[src/rtl/pipeline_hazard_ctrl.sv]
// pipeline_hazard_ctrl: scoreboard RAW detection, multi-cycle EX sequencing and stall/flush counters.
// Define HAZARD_FORWARDING_EN when the forwarding network exists; RAW then reduces to load-use.
module pipeline_hazard_ctrl #(
  parameter int TRACK_DEPTH = 3,
  parameter int MC_LAT = 4,
  parameter int CNT_W = 16
) (
  input  logic             clk,
  input  logic             reset,
  input  logic             id_valid,
  input  logic [4:0]       id_rs1,
  input  logic [4:0]       id_rs2,
  input  logic             id_rs1_used,
  input  logic             id_rs2_used,
  input  logic [4:0]       id_rd,
  input  logic             id_reg_write,
  input  logic             id_mem_read,
  input  logic             id_multicycle,
  input  logic             ex_flush,
  output logic             if_id_stall,
  output logic             if_id_flush,
  output logic             id_ex_bubble,
  output logic             id_ex_hold,
  output logic             ex_mem_bubble,
  output logic             busy,
  output logic [CNT_W-1:0] stall_cnt,
  output logic [CNT_W-1:0] flush_cnt
);
  localparam int CW = $clog2(MC_LAT);
  typedef enum logic {RUN, MC_BUSY} state_t;
  state_t state, state_n;
  logic [CW-1:0] mc_cnt, mc_cnt_n;
  logic [TRACK_DEPTH-1:0] sb_v;
  logic [4:0] sb_rd [TRACK_DEPTH];
  logic sb_ld;
  logic [TRACK_DEPTH-1:0] chk;
  logic rs1_hit, rs2_hit, raw, issue;
  logic unused_sb;
`ifdef HAZARD_FORWARDING_EN
  assign chk = TRACK_DEPTH'(sb_v[0] & sb_ld);
  assign unused_sb = ^sb_v;
`else
  assign chk = sb_v;
  assign unused_sb = sb_ld;
`endif
  always_comb begin
    rs1_hit = 1'b0;
    rs2_hit = 1'b0;
    for (int k = 0; k < TRACK_DEPTH; k++) begin
      rs1_hit = rs1_hit | (chk[k] & (sb_rd[k] == id_rs1));
      rs2_hit = rs2_hit | (chk[k] & (sb_rd[k] == id_rs2));
    end
  end
  assign raw = id_valid & ((id_rs1_used & (|id_rs1) & rs1_hit) | (id_rs2_used & (|id_rs2) & rs2_hit));
  // Busy dominates everything; a taken branch masks any RAW stall.
  assign busy = state == MC_BUSY;
  assign if_id_stall = busy | (~ex_flush & raw);
  assign if_id_flush = ~busy & ex_flush;
  assign id_ex_bubble = ~busy & (ex_flush | raw);
  assign id_ex_hold = busy;
  assign ex_mem_bubble = busy;
  assign issue = ~busy & id_valid & ~if_id_stall & ~id_ex_bubble;
  always_comb begin
    state_n = state;
    mc_cnt_n = mc_cnt;
    if (state == RUN) begin
      state_n = (issue & id_multicycle) ? MC_BUSY : RUN;
      mc_cnt_n = (issue & id_multicycle) ? CW'(MC_LAT - 1) : mc_cnt;
    end else begin
      mc_cnt_n = mc_cnt - CW'(1);
      state_n = (mc_cnt == CW'(1)) ? RUN : MC_BUSY;
    end
  end
  always_ff @(posedge clk or posedge reset) begin
    if (reset) begin
      state <= RUN;
      mc_cnt <= '0;
    end else begin
      state <= state_n;
      mc_cnt <= mc_cnt_n;
    end
  end
  // While busy the EX entry stays put and a hole moves into MEM.
  always_ff @(posedge clk or posedge reset) begin
    if (reset) begin
      sb_v <= '0;
      sb_ld <= 1'b0;
      for (int k = 0; k < TRACK_DEPTH; k++) sb_rd[k] <= '0;
    end else begin
      if (!busy) begin
        sb_v[0] <= issue & id_reg_write & (|id_rd);
        sb_rd[0] <= id_rd;
        sb_ld <= id_mem_read;
      end
      for (int k = 1; k < TRACK_DEPTH; k++) begin
        sb_v[k] <= (busy && k == 1) ? 1'b0 : sb_v[k-1];
        sb_rd[k] <= sb_rd[k-1];
      end
    end
  end
  always_ff @(posedge clk or posedge reset) begin
    if (reset) begin
      stall_cnt <= '0;
      flush_cnt <= '0;
    end else begin
      if (if_id_stall && stall_cnt != '1) stall_cnt <= stall_cnt + CNT_W'(1);
      if (if_id_flush && flush_cnt != '1) flush_cnt <= flush_cnt + CNT_W'(1);
    end
  end
endmodule
[config.mk]
export PLATFORM = sky130hd
export DESIGN_NAME = pipeline_hazard_ctrl
export DESIGN_NICKNAME = d
export VERILOG_FILES = /design/src/rtl/pipeline_hazard_ctrl.sv
export SDC_FILE = /design/constraint.sdc
export NUM_CORES = 1
export LEC_CHECK = 0
export ABC_AREA = 1
export CORE_MARGIN = 2
export CORE_UTILIZATION = 37
export DETAILED_ROUTE_END_ITERATION = 7
export GPL_TIMING_DRIVEN = 0
export SLEW_MARGIN = 20
export SYNTH_ARGS = -nofsm -noshare
export SYNTH_HDL_FRONTEND = slang
export SYNTH_SLANG_ARGS = --single-unit
[constraint.sdc]
create_clock -name clk -period 2 [get_ports clk]
set_input_delay 0.4 -clock clk [delete_from_list [all_inputs] [get_ports clk]]
set_output_delay 0.4 -clock clk [all_outputs]
set_load 0.02 [all_outputs]
# Word level (Yosys, flattened, before mapping)

Index checks and enable logic that the tools add are counted.

Output and inout port bits: 38
Register bits: 53
Word-level logic and storage cells: 64
Input port bits: 24

Equal/unequal tests: 9
Bitwise gates (word level): 31
Add/sub/neg operators: 3
Multiplexer cells: 6
Reductions and logical operators: 6

Operators with widths:

| cell                                                 | number |
|---|---|
| adder 16 x 1 -> 16 bit (second input constant)       | 2 |
| != test 16 bit (second input constant)               | 2 |
| equality test 5 bit                                  | 6 |
| AND 1 bit                                            | 20 |
| OR reduction 5 bit                                   | 3 |
| bitwise OR 1 bit                                     | 7 |
| two-way mux 1 bit                                    | 4 |
| two-way mux 2 bit                                    | 2 |
| NOT 1 bit                                            | 4 |
| equality test 2 x 1 -> 1 bit (second input constant) | 1 |
| logical AND 1 bit                                    | 2 |
| nonzero test 2 bit                                   | 1 |
| subtractor 2 x 1 -> 2 bit (second input constant)    | 1 |

# Logic depth before layout (Yosys ltp)

Depth in word-level cells: 15
Mapped depth: 14

# Least setup slack after synthesis

OpenSTA, ideal clock, no wires.

Kind: register to register
From: register flush_cnt[0]
To: register flush_cnt[9]
Path buffers: 0
Data arrival time: 1.610 ns
Required time: 1.870 ns
Stages on the path, launching flop included: 13
Slack: 0.259 ns
Clock period less this slack: 1.741 ns
Path through: dfrtp_1 -> ha_1 -> inv_1 -> nor2_1 -> nand2_1 -> nor2_1 -> nand2_1 -> nand2_2 -> inv_2 -> nand2_1 -> nor2_1 -> nand3_1 -> xnor2_1

Word-level cells in the longest chain between the ends: 2
Elaborated cells between the ends (all ways): 3
Those cells by class: 1 x add/sub; 1 x eq/ne; 1 x reduce/logical

RTL lines:

| element                                                                        | RTL line | source |
|---|---|---|
| start: declaration                                                             | 27       | `output logic [CNT_W-1:0] flush_cnt` |
| start signal: assignment                                                       | 107      | `if (if_id_flush && flush_cnt != '1) flush_cnt <= flush_cnt + CNT_W'(1);` |
| parallel branches: the longest is 2 deep, another holds adder 16 x 1 -> 16 bit | -        |  |

Several ways; the timed one is not identified.
A chain may end at the register's enable or synchronous reset.

# Worst setup path after layout

From: register sb_rd[1] in the netlist's numbering
To: output port if_id_stall

Word-level cells in the longest chain between the ends: 8
Elaborated cells between the ends (all ways): 12
Those cells by class: 2 x eq/ne; 10 x bitwise

RTL lines:

| element                                | RTL line | source |
|---|---|---|
| start: declaration                     | 34       | `logic [4:0] sb_rd [TRACK_DEPTH];` |
| start signal: indexed assignment       | 97       | `sb_rd[k] <= sb_rd[k-1];` |
| equality test 5 bit (on tied branches) | 50, 51   |  |
| AND 1 bit (on tied branches)           | 50, 51   |  |
| bitwise OR 1 bit (on tied branches)    | 50, 51   |  |
| AND 1 bit                              | 54       | `assign raw = id_valid & ((id_rs1_used & (\|id_rs1) & rs1_hit) \| (id_rs2_used & (\|id_rs2) & rs2_hit));` |
| bitwise OR 1 bit (*)                   | 54       |  |
| AND 1 bit (*)                          | 54       |  |
| AND 1 bit (*)                          | 57       | `assign if_id_stall = busy \| (~ex_flush & raw);` |
| bitwise OR 1 bit (*)                   | 57       |  |
| end: declaration                       | 20       | `output logic if_id_stall,` |

Mark *: on every way between the ends. The rest lies on a longest branch, timed or not.

==> impl_results.md <==
- Count of cell types in the netlist: 31
- Cells after Synth: about 420
- Worst-path cell chain: inv_1 -> nand2_1 -> nand2_1 -> nor2_2 -> nand3_1 -> nand3_1 -> nand2_1 -> nand2_2 -> nand3_2 -> nand2_4 -> buf_6 -> buf_6
- Filler cells: 791
- Worst-path clk slew: ~100 ps
- Clock H-tree levels: 2
- DPL Wire Length: roughly 5400 µm
- Tmin final: 2140 ps
- Routed wire per std cell: ~12 µm
- Clock Tree Buf Depth: 2
- Grt ovf: 0
- Failing checks: negative setup slack
- Crit path max-delay family: simple AND/OR/NAND/NOR gates
- Post-route cell area: approximately 0.0039 mm²
- WP data arrival: between 1500 and 2000 ps
- Yosys top cell area share: a little over two fifths
- Final setup TNS: -258 ps
- Slowest CP cell: dfrtp_1
- Register area share after synthesis: between 40% and 50%
- GP Congestion: around 0.95
- Fin crit share: 107%
- Ant. Diodes: 0
- Req. time, crit path: 1600 ps
- WS Path Type: flip-flop to primary output
- Yosys warning count: 0
- Most common cell after layout, fill and taps aside: nand2_1
- CTS tree: done
- Finish-stage setup viols: 2
- CORE AREA: about 0.0081 mm²
- Nets: 516
- Post-Syn Nets: 444
- PortBufs: 60
- CP Max Fanout: 3
- Worst slew margin: 55.9%
- Starting density of the core: between 30% and 40%
- Max IR drop VDD: 0.678 mV
- Drt first pass iters: 4
- CTS root buf: clkbuf_8
- RSZ-0062 raised after global routing: true
- Fraction of layout cells with a size suffix above 1: between 10 and 15%
- Buf+Inv Stages, Crit Path: 3
- Area delta synth->final: 28.7%
- Async S/R FF share, synth: 100%
- Initial antenna violation count: 0
- Mapped cell area: 0.00306 mm²
- Setup Skew: 8.99 ps
- Synth Flop Type: dfrtp_1
- Max Freq: roughly 470 MHz
- Commonest cells after routing, fill and taps aside: nand2_1 (154), dfrtp_1 (52), clkdlybuf4s50_1 (47)
- Critical Path Source Type: flip-flop
- Die width: around 95 µm
- Clk sinks: 53
- Yosys reg bits: 53
- Final WS setup: -142 ps
- Largest net degree at the start of global routing: 54
- Syn avg cell area: 7.34 µm²
- Number of synthesized flops with an enable pin: 0
- Leak pwr: just over 2 nW
- Run status: finished with violations
- Area post-placement: ~0.0038 mm²
- First-pass GRT wire length: around 12000 µm
- Post-route antenna net violation count: 0
- Initial DRC count: between 100 and 150
- Die footprint: roughly 0.009 mm²
- Crit path launch: sb_rd[1]
- Reg2reg start: sb_rd[1]
- IO Count: 62
- Total length of routed wires: 7310 µm
- Final hold vios: 0
- Row cnt: 33
- Number of global-route vias before repair: 2634
- Drt drc: 0
- Total number of vias: ~2800
- All-Layer GR Usage: 17.2%
- Max-Cap Viols: 0
- Final Slew Violations: 0
- Most used cell, CP: nand2_1
- Pwr per Cell Area: around 1100 mW/mm²
- Hold crit path type: flip-flop to flip-flop
- Die height: 94.9 µm
- Number of buffers created by CTS: 5
- Area contributors post-synth: dfrtp_1 (43%), nand2_1 (19%), inv_1 (5.9%)
- Clk_lat worst skew: a little over 300 ps
- Worst-margin pin slew: between 600 and 700 ps
- Via density per instance: 4.65
- Crit end category: primary output
- Max incr delay on CP: around 390 ps
- HP Start: sb_rd[5]
- Top cell type by total area after synthesis: dfrtp_1
## cells in the mapped netlist (3+ instances only)
cell and number:
ha_1 3, inv_2 7, nor2_1 39, inv_1 48, nand4_1 8, buf_4 3, nand3_1 32, xnor2_1 11
o21ai_0 11, nor3_1 7, dfrtp_1 53, nand2_1 154, xor2_1 18
## sequential cells by signal, summed over array words and instances, names as in the netlist
name       flops
flush_cnt     16
sb_rd         15
stall_cnt     16
chk            3
mc_cnt         2
busy           1
## per-stage QoR
step | hold WS, ps | setup slack [ps] | total power, mW | instances | utilization, %
after floorplan | 369 | 259 | 2.77 | 417 | -
after global placement | 391 | -1150 | 3.41 | 582 | 46.6
after detailed placement | 394 | -1160 | 3.43 | 582 | 46.7
after CTS | 417 | -186 | 4.15 | 593 | 48.1
after global routing | 442 | -311 | 4.51 | 595 | 48.4
final | 416 | -142 | 4.17 | 595 | 48.4
## layer usage
metal | vias up | GRT usage (%) | wire, µm
met5 | - | 0 | 0
met4 | 0 | 3.26 | 58
met3 | 5 | 2.55 | 280
met2 | 50 | 30.3 | 3610
met1 | 1283 | 22.4 | 3360
li1 | 1429 | - | -
## cells by family after synthesis
family	share of synthesized area (%)
AND/OR/NAND/NOR	36.0
buffers and inverters	8.26
flip-flops	43.3
XOR/XNOR	8.30
AO/OA/AOI/OAI	2.58
adder cells (fa/ha/maj)	1.23
multiplexers	0.327
## final timing paths
| check | end | slack, ps | depth (start not counted) |
|---|---|---|---|
| min reg2reg | sb_rd[0] | 420 | 0 |
| min | sb_rd[0] | 420 | 0 |
| max in group asynchronous | sb_rd[12] | 990 | 2 |
| max | if_id_stall | -140 | 12 |
| max reg2reg | stall_cnt[8] | 160 | 15 |
| min in group asynchronous | flush_cnt[9] | 540 | 2 |
## what timing repair did
item                                    in CTS  in global routing
gates resized for setup                     30                 13
pin swaps                                    1                  6
endpoints found under the setup margin      13                 13
hold buffers                                 0                  0
setup buffers                                3                  2
## layout make-up
class,instances,area (µm²),area share (%)
Buffer,6,46.3,1.17
Clock buffer,6,82.6,2.10
Clock inverter,2,17.5,0.445
Inverter,56,213,5.40
Multi-Input combinational cell,302,1500,38.0
Sequential cell,53,1330,33.7
Tap cell,105,131,3.33
Timing Repair Buffer,65,626,15.9
## power by group
| group | switching [mW] | internal [mW] | total, mW |
|---|---|---|---|
| Clock | 0.380 | 0.289 | 0.668 |
| Combinational | 1.01 | 0.778 | 1.79 |
| Sequential | 0.338 | 1.37 | 1.71 |
| Total | 1.73 | 2.44 | 4.17 |
(Power assumes the default switching activity.)
